**src/rtl/branch_predictor.sv**
```systemverilog
// Dynamic branch predictor: PC-indexed saturating-counter table, optional gshare history, init FSM, stats.
// Latency: prediction is combinational; table/ghr/stats update on the posedge after check_valid.
// Backpressure: none on the datapath; ready is low while the table initialises and updates are ignored.
module branch_predictor #(
    parameter int ENTRIES  = 32,
    parameter int CNT_BITS = 2,
    parameter int GHR_BITS = 0,
    parameter int PC_LSB   = 2,
    localparam int IDX     = $clog2(ENTRIES)
) (
    input  logic            clk,
    input  logic            rst_n,
    input  logic            bp_enable,
    input  logic            guess_valid,
    input  logic [31:0]     guess_pc,
    output logic            guess_taken,
    output logic [IDX-1:0]  guess_idx,
    input  logic            check_valid,
    input  logic [IDX-1:0]  check_idx,
    input  logic            check_taken,
    input  logic            check_pred,
    output logic            mispredict,
    output logic            ready,
    input  logic            stats_clr,
    output logic [31:0]     n_branches,
    output logic [31:0]     n_mispredicts
);

    // History register is kept at least one bit wide so bimodal builds have no zero-width vectors.
    localparam int GW = (GHR_BITS > 0) ? GHR_BITS : 1;
    localparam logic [CNT_BITS-1:0] WNT     = CNT_BITS'((1 << (CNT_BITS - 1)) - 1);
    localparam logic [CNT_BITS-1:0] CNT_MAX = '1;
    localparam logic [CNT_BITS-1:0] CNT_MIN = '0;

    typedef enum logic {
        S_INIT = 1'b0,
        S_RUN  = 1'b1
    } state_t;

    state_t              state;
    logic [IDX-1:0]      init_ptr;
    logic                ready_q;
    logic [CNT_BITS-1:0] table_q [ENTRIES];
    logic [GW-1:0]       ghr;
    logic [IDX-1:0]      ghr_ext;
    logic [CNT_BITS-1:0] cur_cnt;
    logic [CNT_BITS-1:0] nxt_cnt;
    logic                upd_en;
    logic [31:0]         br_cnt;
    logic [31:0]         mis_cnt;
    logic                unused_pc;

    // Only the index field of the PC is consumed.
    assign unused_pc = ^guess_pc;

    // Training is allowed only once the table holds valid counters.
    assign upd_en = rst_n && (state == S_RUN) && check_valid;

    // Init FSM: walk the table once after reset, then stay in RUN; ready is registered with the state.
    always_ff @(posedge clk) begin
        if (!rst_n) begin
            state    <= S_INIT;
            init_ptr <= '0;
            ready_q  <= 1'b0;
        end else begin
            case (state)
                S_INIT: begin
                    init_ptr <= init_ptr + 1'b1;
                    if (init_ptr == IDX'(ENTRIES - 1)) begin
                        state   <= S_RUN;
                        ready_q <= 1'b1;
                    end
                end
                S_RUN: begin
                    ready_q <= 1'b1;
                end
                default: begin
                    state   <= S_INIT;
                    ready_q <= 1'b0;
                end
            endcase
        end
    end

    assign ready = ready_q;

    // Saturating step of the counter being resolved; holds at either end instead of wrapping.
    always_comb begin
        cur_cnt = table_q[check_idx];
        nxt_cnt = cur_cnt;
        if (check_taken) begin
            if (cur_cnt != CNT_MAX) nxt_cnt = cur_cnt + 1'b1;
        end else begin
            if (cur_cnt != CNT_MIN) nxt_cnt = cur_cnt - 1'b1;
        end
    end

    // Counter table: seeded to weakly-not-taken during INIT, trained by resolved branches in RUN.
    always_ff @(posedge clk) begin
        if (rst_n && state == S_INIT) begin
            table_q[init_ptr] <= WNT;
        end else if (upd_en) begin
            table_q[check_idx] <= nxt_cnt;
        end
    end

    // Global history holds resolved (non-speculative) outcomes, newest in bit 0.
    generate
        if (GHR_BITS == 0) begin : g_no_ghr
            assign ghr = '0;
        end else if (GHR_BITS == 1) begin : g_ghr1
            always_ff @(posedge clk) begin
                if (!rst_n) ghr <= '0;
                else if (upd_en) ghr <= check_taken;
            end
        end else begin : g_ghrn
            always_ff @(posedge clk) begin
                if (!rst_n) ghr <= '0;
                else if (upd_en) ghr <= {ghr[GW-2:0], check_taken};
            end
        end
    endgenerate

    // History zero-extended into the index LSBs; all zero in bimodal mode.
    always_comb begin
        ghr_ext = '0;
        if (GHR_BITS > 0) ghr_ext[GW-1:0] = ghr;
    end

    // Prediction reads the pre-update table and history, so a same-cycle check is not visible yet.
    assign guess_idx   = guess_pc[PC_LSB +: IDX] ^ ghr_ext;
    assign guess_taken = ready_q & bp_enable & guess_valid & table_q[guess_idx][CNT_BITS-1];

    assign mispredict = check_valid & (check_taken ^ check_pred);

    // Statistics: count in RUN only; a clear in the same cycle as an increment wins.
    always_ff @(posedge clk) begin
        if (!rst_n || stats_clr) begin
            br_cnt  <= '0;
            mis_cnt <= '0;
        end else if (upd_en) begin
            br_cnt <= br_cnt + 32'd1;
            if (mispredict) mis_cnt <= mis_cnt + 32'd1;
        end
    end

    assign n_branches    = br_cnt;
    assign n_mispredicts = mis_cnt;

endmodule

```
**config.mk**
```make
export PLATFORM = sky130hd
export DESIGN_NAME = branch_predictor
export DESIGN_NICKNAME = d
export VERILOG_FILES = /design/src/rtl/branch_predictor.sv
export SDC_FILE = /design/constraint.sdc
export NUM_CORES = 1
export LEC_CHECK = 0
export ABC_CLOCK_PERIOD_IN_PS = 10500
export CAP_MARGIN = 10
export CELL_PAD_IN_SITES_DETAIL_PLACEMENT = 0
export CELL_PAD_IN_SITES_GLOBAL_PLACEMENT = 1
export CORE_UTILIZATION = 27
export DETAILED_ROUTE_END_ITERATION = 6
export GPL_TIMING_DRIVEN = 1
export PLACE_DENSITY = 0.65
export RECOVER_POWER = 25
export SETUP_SLACK_MARGIN = 0.15
export SYNTH_ARGS = -nofsm -noshare
export SYNTH_HDL_FRONTEND = slang
export SYNTH_SLANG_ARGS = --single-unit
```
**constraint.sdc**
```tcl
create_clock -name clk -period 10.5 [get_ports clk]
set_input_delay 2.1 -clock clk [delete_from_list [all_inputs] [get_ports clk]]
set_output_delay 2.1 -clock clk [all_outputs]
set_load 0.01 [all_outputs]
```
==> flow_summary_export.csv <==
group,metric,value,unit
outcome,status,"finished, final reports clean",
sta,max_freq,144,MHz
route,first_pass_iters,4,
sta,fin_ws,3.53,ns
finish,layout.nets,691,
clock_network,postCtsSetupBuffers,0,
finish,final_area,8110,sq um
floorplanning,fp.dieW,155,um
floorplanning,io_pins,117,
worst_hold_path,hp-start,"n_mispredicts[31]$_SDFFE_PP0P_",
yosys,synthesis.area,6330,sq um
sta,post-route-period-util,66.4,%
yosys,synth_edf_count,64,
yosys,synth_top_area_share,30.4,%
sta,maxSlewHeadroom,28.9,%
route,postRouteAntennaNets,0,
worst_hold_path,hold_path_depth,2,
global_routing,antenna_found_initial,0,
yosys,async_reset_ff_share,0,%
power_and_ir_drop,pwr_density_cell,149,nW/um^2
route,initialDrtViolationCount,201,
sta,tns,0,ns
yosys,synth_cell_types,47,
clock_network,htreeDepth,4,
global_routing,grt_pass1_wl,24800,um
clock_network,root_buffer,"clkbuf_16",
yosys,synth.largest_area_cell,"edfxtp_1",
sta,slew_violations,0,
floorplanning,initial_core_util,27.7,%
finish,syn_to_final_growth,28.1,%
finish,final_common_cell,"nor2_1",
floorplanning,rows,55,
placement,port_buffers,89,
clock_network,clkSlewWorstSetupHoldPaths,0.06,ns
finish,drive_gt1_share,10.8,%
clock_network,cts_sinks,135,
placement,placed_area,7480,sq um
floorplanning,core,22800,sq um
yosys,synth_fp_nets,611,
sta,setup_viol,0,
worst_setup_path,startpoint_type,"primary input",
job,maxCapViolations,0,
power_and_ir_drop,p_sw,254,uW
power_and_ir_drop,internal_power,951,uW
worst_setup_path,critPathKind,"primary input to output pin",
route,drt_wl_total,15400,um
clock_network,cts_hold_buf,0,
global_routing,gr-usage-all-layers,13.4,%
yosys,synth_ff_type,"dfxtp_1",
yosys,seq_area_frac_synth,52.8,%
route,wl_per_cell,15.9,um
sta,fin_hold_ws,0.489,ns
power_and_ir_drop,peakVddDrop,0.0937,mV
power_and_ir_drop,clockPowerShare,50.6,%
floorplanning,die_h,155,um
worst_setup_path,crit_fanout,9,
worst_setup_path,r2r_slack,7.28,ns
sta,worst_pin_slew,1.06,ns
global_routing,grt_pass1_vias,4682,
route,num_vias,4689,
placement,post-dp-hpwl,10700,um
clock_network,clk_path_buf_depth,2,
clock_network,cts_made_buffers,17,
power_and_ir_drop,leakagePower,0.00283,uW
worst_hold_path,min_to,"n_mispredicts[31]$_SDFFE_PP0P_",
finish,fill_cells,2270,
yosys,synth_area_leaders,"edfxtp_1 30%, dfxtp_1 22%, mux4_2 7.8%, nor2_1 5.0%, xnor2_1 4.7%",
placement,gp_congestion,0.760,
route,drc,0,
clock_network,clk_latency,0.42,ns
yosys,ys.warnings.count,0,
worst_setup_path,rr_worst_depth,5,
global_routing,grt_overflow,0,
yosys,avgSynthCellArea,11.3,sq um
worst_setup_path,r2r-end,"n_branches[31]$_SDFFE_PP0P_",
worst_setup_path,critical_path_required,8.40,ns
power_and_ir_drop,combinationalPowerShare,3.8,%
sta,final.min_clock_period,6.97,ns
clock_network,cts_resized,0,
placement,pre_cts_slack,3.49,ns
route,viasPerCell,4.84,
yosys,ys_ff_latch,135,
finish,n_antenna_cell,0,
clock_network,cts_tree,"built",
sta,fin_skew,0.0103,ns
finish,layout_common_cells,"84 x nor2_1, 71 x dfxtp_1, 64 x edfxtp_1, 58 x dlygate4sd3_1, 36 x nand2_1",
power_and_ir_drop,swShare,21.1,%
worst_setup_path,r2r_start,"state$_SDFF_PN0_",
sta,rsz0062_at_grt,"no",
global_routing,grt_max_degree,45,
worst_setup_path,arrival,4.87,ns
sta,finalHoldViolCount,0,
finish,final_util,35.5,%
yosys,syn_inst,562,
worst_hold_path,hp-class,"register to register",
worst_setup_path,end_kind,"output pin",
power_and_ir_drop,pwr-share-seq,45.6,%
floorplanning,die_area,24100,sq um
## cell type report
cell class	instances	area, sq um	share of cell area [%]
multi-input cells	383	2790	34.3
repair buffers	93	928	11.4
well taps	313	392	4.83
clock inverters	8	83.8	1.03
flip-flops and latches	135	3340	41.2
clock buffers	24	536	6.60
inverters	12	45.0	0.555
## power by group through the flow
| stage | Combinational [uW] | Clock [uW] | Sequential [uW] |
|---|---|---|---|
| global route | 50.0 | 645 | 550 |
| global placement | 46.1 | 0 | 561 |
| floorplan | 29.8 | 0 | 561 |
| detailed placement | 46.6 | 0 | 561 |
| CTS | 47.0 | 624 | 550 |
| finish | 46.0 | 610 | 550 |
## kinds of logic (layout without fill, tap and decap cells)
logic type | after synthesis | after routing | share of synthesized area, %
compound gates | 49 | 49 | 4.53
flops | 135 | 135 | 52.8
buf+inv | 44 | 137 | 3.30
mux | 38 | 38 | 12.5
simple gates | 244 | 244 | 19.4
fa+ha+maj | 4 | 4 | 0.791
xor+xnor | 48 | 48 | 6.64
## Yosys cell counts, types with 2 or more instances
| library cell | count |
|---|---|
| nand3b_1 | 5 |
| o21ai_0 | 14 |
| and4_1 | 9 |
| xnor2_1 | 34 |
| inv_1 | 12 |
| nor4_1 | 11 |
| xor2_1 | 14 |
| nor2b_1 | 5 |
| and3_1 | 12 |
| a31o_2 | 6 |
| mux4_2 | 22 |
| and2_1 | 5 |
| edfxtp_1 | 64 |
| ha_1 | 4 |
| nand2_1 | 36 |
| nand2b_1 | 2 |
| nand3_1 | 22 |
| mux2i_1 | 6 |
| a21oi_1 | 21 |
| buf_4 | 5 |
| nand4_1 | 20 |
| dfxtp_1 | 71 |
| nor3_1 | 14 |
| nand4_2 | 2 |
| nor2_1 | 84 |
| buf_1 | 4 |
| clkbuf_1 | 20 |
| or3_1 | 12 |
| mux4_1 | 8 |
## metrics by stage
stage               std cells  total power (uW)
floorplan                 562               591
global placement          935               607
detailed placement        935               608
CTS                       967              1220
global route              968              1250
finish                    968              1210
## worst max-delay path, cell delays in order
cell	delay, ns
clkdlybuf4s50_1	0.87
mux4_2	0.58
mux4_2	0.48
mux2i_1	0.25
nor2_1	0.09
clkdlybuf4s50_1	0.49
## state kept, by name (all words and copies together), names as in the netlist
signal         count
n_mispredicts     32
init_ptr           5
ready              1
state              1
table_q           64
n_branches        32
## layer usage
metal  track usage, %  wire, um
met1             17.2      7090
met2             21.9      7290
met3             2.98       691
met4             5.56       294
met5                0         0
## worst max-delay path by stage
stage,from,endpoint,slack [ns],depth (start not counted)
floorplan,guess_pc[2],guess_taken,4.66,5
global placement,guess_pc[2],guess_taken,3.50,6
detailed placement,guess_pc[2],guess_taken,3.49,6
CTS,guess_pc[2],guess_taken,3.48,6
global route,guess_pc[2],guess_taken,3.38,6
finish,guess_pc[2],guess_taken,3.53,6
Note: power is estimated with default switching activity, not from simulation.
